==> config.mk <==
export PLATFORM = sky130hd
export DESIGN_NAME = operand_loader
export DESIGN_NICKNAME = d
export VERILOG_FILES = /design/src/rtl/fpu_pkg.sv /design/src/rtl/operand_reg.sv /design/src/rtl/operand_loader.sv
export SDC_FILE = /design/constraint.sdc
export NUM_CORES = 1
export LEC_CHECK = 0
export ABC_AREA = 1
export CORE_UTILIZATION = 45
export CTS_BUF_LIST = sky130_fd_sc_hd__clkbuf_16
export DETAILED_ROUTE_END_ITERATION = 16
export MAX_ROUTING_LAYER = met4
export PLACE_DENSITY_LB_ADDON = 0.05
export SETUP_SLACK_MARGIN = 0.3
export SLEW_MARGIN = 40
export SYNTH_ARGS = -nofsm -noshare
export SYNTH_HDL_FRONTEND = slang
export SYNTH_SLANG_ARGS = --single-unit
==> constraint.sdc <==
create_clock -name clk -period 4.8 [get_ports clk]
set_clock_uncertainty 0.2 [all_clocks]
set_input_delay 0.96 -clock clk [delete_from_list [all_inputs] [get_ports clk]]
set_output_delay 0.96 -clock clk [all_outputs]
set_load 0.05 [all_outputs]
==> src/rtl/fpu_pkg.sv <==
// Shared types and sizing helpers for the operand loader.
package fpu_pkg;

  typedef enum logic {
    IDLE = 1'b0,
    LOAD = 1'b1
  } state_e;

  // Byte counter width. It covers operands up to 2048 bits.
  localparam int BYTE_CNT_W = 8;

  function automatic int bytes_of(input int width);
    return width / 8;
  endfunction

endpackage

==> src/rtl/operand_reg.sv <==
// One operand register. It loads on en and clears on a synchronous active-low reset.
module operand_reg #(
  parameter int WIDTH = 32
) (
  input  logic             clk,
  input  logic             rstn,
  input  logic             en,
  input  logic [WIDTH-1:0] d,
  output logic [WIDTH-1:0] q
);

  always_ff @(posedge clk) begin
    if (!rstn)   q <= '0;
    else if (en) q <= d;
  end

endmodule

==> src/rtl/operand_loader.sv <==
// Assembles LSB-first byte streams into per-channel operand registers.
//   state | meaning
//   IDLE  | waiting for the first byte; in_ready gated by target op_valid
//   LOAD  | partial operand in staging; every offered byte is accepted
module operand_loader
  import fpu_pkg::*;
#(
  parameter int WIDTH    = 32,
  parameter int CHANNELS = 2
) (
  input  logic                                             clk,
  input  logic                                             rstn,
  input  logic                                             in_valid,
  output logic                                             in_ready,
  input  logic [7:0]                                       in_data,
  input  logic [((CHANNELS > 1) ? $clog2(CHANNELS) : 1)-1:0] in_ch,
  input  logic                                             in_abort,
  input  logic [CHANNELS-1:0]                              op_take,
  output logic [CHANNELS*WIDTH-1:0]                        op_data,
  output logic [CHANNELS-1:0]                              op_valid,
  output logic                                             busy
);

  localparam int BYTES = bytes_of(WIDTH);
  localparam int CH_W  = (CHANNELS > 1) ? $clog2(CHANNELS) : 1;

  state_e                  state_q, state_d;
  logic [BYTE_CNT_W-1:0]   byte_cnt_q, byte_cnt_d, idx;
  logic [WIDTH-1:0]        stage_q, stage_d, stage_nxt;
  logic [CH_W-1:0]         ch_q, ch_d, ch_sel;
  logic [CHANNELS-1:0]     valid_q, valid_d, reg_en;
  logic [(2**CH_W)-1:0]    valid_pad;
  logic                    ch_ok, xfer, complete;

  always_comb begin
    state_d    = state_q;
    byte_cnt_d = byte_cnt_q;
    stage_d    = stage_q;
    ch_d       = ch_q;
    complete   = 1'b0;
    reg_en     = '0;
    valid_pad  = '0;
    valid_pad[CHANNELS-1:0] = valid_q;

    ch_ok    = int'(in_ch) < CHANNELS;
    idx      = (state_q == LOAD) ? byte_cnt_q : '0;
    ch_sel   = (state_q == LOAD) ? ch_q : in_ch;
    in_ready = (state_q == LOAD) ? 1'b1 : (ch_ok && !valid_pad[in_ch]);
    xfer     = in_valid && in_ready;

    // Staging with the offered byte merged in. This lets completion load the full word on the same edge.
    stage_nxt = stage_q;
    stage_nxt[int'(idx)*8 +: 8] = in_data;

    if (in_abort) begin
      state_d    = IDLE;
      byte_cnt_d = '0;
    end else if (xfer) begin
      stage_d = stage_nxt;
      if (idx == BYTE_CNT_W'(BYTES - 1)) begin
        complete   = 1'b1;
        state_d    = IDLE;
        byte_cnt_d = '0;
      end else begin
        state_d    = LOAD;
        byte_cnt_d = idx + 1'b1;
        if (state_q == IDLE) ch_d = in_ch;
      end
    end

    // Completion beats a simultaneous take on the same channel.
    for (int k = 0; k < CHANNELS; k++) begin
      reg_en[k]  = complete && (int'(ch_sel) == k);
      valid_d[k] = reg_en[k] | (valid_q[k] & ~op_take[k]);
    end
  end

  always_ff @(posedge clk) begin
    if (!rstn) begin
      state_q    <= IDLE;
      byte_cnt_q <= '0;
      stage_q    <= '0;
      ch_q       <= '0;
      valid_q    <= '0;
    end else begin
      state_q    <= state_d;
      byte_cnt_q <= byte_cnt_d;
      stage_q    <= stage_d;
      ch_q       <= ch_d;
      valid_q    <= valid_d;
    end
  end

  for (genvar g = 0; g < CHANNELS; g++) begin : g_reg
    operand_reg #(.WIDTH(WIDTH)) u_reg (
      .clk  (clk),
      .rstn (rstn),
      .en   (reg_en[g]),
      .d    (stage_nxt),
      .q    (op_data[g*WIDTH +: WIDTH])
    );
  end

  assign op_valid = valid_q;
  assign busy     = (state_q == LOAD);

endmodule

==> run summary <==
Most common cell after layout, fill and taps aside -> nand2_1
Total Power -> 1788 µW
Comb pwr share -> 7.5%
Hold_ws -> 0.2886 ns
Most frequent CP cell -> clkdlybuf4s50_1
Post-Syn Area per Cell -> 6.710 µm²
Clk slew on worst S/H paths -> 0.06 ns
R2R Path Start -> busy
Net count after synthesis -> 851
Largest cells by area after synthesis -> dfxtp_1, nand2_1, nor2_1
Initial antenna violation count -> 0
Starting Density -> 46.34%
Yosys warnings -> 0
Sw Share -> 23.88%
P_int -> 1361 µW
Die Footprint -> 0.01287 mm²
Seq pwr share -> 51.7%
Post-layout min period -> 3.646 ns
Crit path DAT -> 2.49 ns
Clock Power Share -> 40.8%
1st-iter DRT viols -> 401
Largest net degree at the start of global routing -> 65
Routed WL -> 13490 µm
IO Pins -> 83
Hold Crit Class -> register to register
Antenna Nets Post-Route -> 0
Mapped Cells -> 833
Fmax -> 274.3 MHz
Drt first pass iters -> 5
Ant. Diodes -> 0
Post-CTS sizing -> 0
Gr ovfl total -> 0
Core box area -> 0.01206 mm²
Crit end category -> primary output
Psw -> 427.0 µW
VDD IR max -> 256.7 µV
DRC -> 0
Via count -> 5173
Cell-by-cell trace of the critical path -> clkdlybuf4s50_1, o211ai_1, clkdlybuf4s50_1
Yosys cell types -> 33
First-pass GRT wire length -> 22780 µm
CTS max path bufs -> 2
Clk sink count -> 108
Drt via density -> 4.862
Post-Syn Area -> 0.005589 mm²
Nets -> 910
Rows -> 40
Die height -> 113.4 µm
Max-Cap Viols -> 0
Yosys reg bits -> 108
Leak -> 0.003399 µW
CTS root buffer -> clkbuf_16
Clk_lat worst skew -> 0.36 ns
Pins Over Slew Limit -> 0
Vias in the first global route -> 4854
Final count of hold timing violations -> 0
H-tree depth -> 3
Top cell type's share of synthesized area -> 38.68%
CTS tree -> yes
Final Util -> 56.34%
Crit Path Max Fanout -> 3
Commonest cells after routing, fill and taps aside -> nand2_1, nor2_1, inv_1
Detailed placement HPWL -> 9263 µm
Die width -> 113.4 µm
Hold Crit Start -> byte_cnt_q[7]
Post-Route Setup TNS -> 0 ns
PwrDens -> 263.1 mW/mm²
Setup bufs post-CTS -> 0
Final GP Congestion -> 0.7776
Max_slew headroom -> 53.85%
Final setup vio count -> 0
Port Buf Inserts -> 82
Worst Path Required -> 3.64 ns
Syn-to-layout area delta -> 21.58%
Wire per inst -> 12.68 µm
Unrepaired setup endpoints after global routing -> false
Most area-hungry cell type in the Yosys netlist -> dfxtp_1
Status -> completed
Startpoint types -> input pin
CTS hold repair buffers -> 0
Sequential fraction of the synthesis area -> 38.68%
Period utilization -> 75.96%
GRT Overall Usage -> 22.86%
Delay of the slowest critical-path stage -> 0.85 ns
Start point of the critical path -> in_ch
Critical path class -> input pin to primary output
Layout cells sized above 1 -> 8.482%
CTS Buf Count -> 9
Critical path's slowest cell -> clkdlybuf4s50_1
Worst Tran Pin Value -> 0.6897 ns
[power by group through the flow]
stage | Clock (µW) | Sequential, µW | Combinational, µW
after floorplan | 0 | 944 | 94.4
after global placement | 0 | 943 | 130
after detailed placement | 0 | 944 | 134
after CTS | 752 | 923 | 134
after global routing | 784 | 925 | 151
final | 730 | 924 | 134
[worst max-delay path, delay by kind of cell]
family	cells	cell delay (ns)
AOI/OAI and AO/OA	1	0.23
buffers and inverters	2	1.29
[cell type report]
cell class / count / area [µm²]
clock buffer: 9 / 225.2
clock inverter: 6 / 58.81
fill: 1173 / 5266
inverter: 128 / 480.5
multi-input combinational: 557 / 2768
sequential: 108 / 2162
tap: 168 / 210.2
timing repair buffer: 88 / 890.9
[cell usage after synthesis]
cell	count
a21oi_1	13
buf_1	8
buf_2	10
buf_6	1
buf_8	2
clkbuf_1	19
clkinv_1	1
dfxtp_1	108
ha_1	3
inv_1	119
inv_2	8
nand2_1	175
nand2_2	9
nand2_4	3
nand2_8	1
nand3_1	105
nand3_2	13
nand3b_1	2
nand4_1	13
nand4_2	12
nor2_1	156
nor2_2	2
nor2_4	2
nor2_8	1
nor3_1	3
nor3_2	2
o211ai_1	1
o21a_1	32
o21ai_0	2
o21ai_1	2
or2_2	2
xnor2_1	1
xor2_1	2
[cells by family after synthesis]
group,Yosys count,synth area share (%)
simple gates,501,42.18
buf+inv,168,12.04
flops,108,38.68
compound gates,50,5.955
xor+xnor,3,0.4702
fa+ha+maj,3,0.6717
[flip-flops by register name (all words and copies together), names as in the netlist]
| name | flops |
|---|---|
| g.u_reg.q | 64 |
| stage_q | 32 |
| byte_cnt_q | 8 |
| op_valid | 2 |
| busy | 1 |
| ch_q | 1 |
[layer usage]
metal,track usage (%),wire length (µm),vias up
met2,38.20,6524,91
met1,27.34,6233,2362
met5,-,0,-
met3,5.685,553,14
met4,6.491,178,0
li1,-,-,2706
[worst paths after layout]
path	to	slack (ns)	cells after the start
max	in_ready	1.15	3
min	byte_cnt_q[7]	0.29	2
max reg2reg	g_reg[1].u_reg.q[28]	1.31	17
min reg2reg	byte_cnt_q[7]	0.29	2
[through the flow]
stage / instance area, µm² / setup slack [ns] / instances
after floorplan: 5589 / 1.507 / 833
after global placement: 6505 / 1.136 / 1049
after detailed placement: 6505 / 1.111 / 1049
after CTS: 6789 / 1.158 / 1064
after global routing: 6795 / 0.9465 / 1064
final: 6795 / 1.154 / 1064
(Power assumes the default switching activity.)
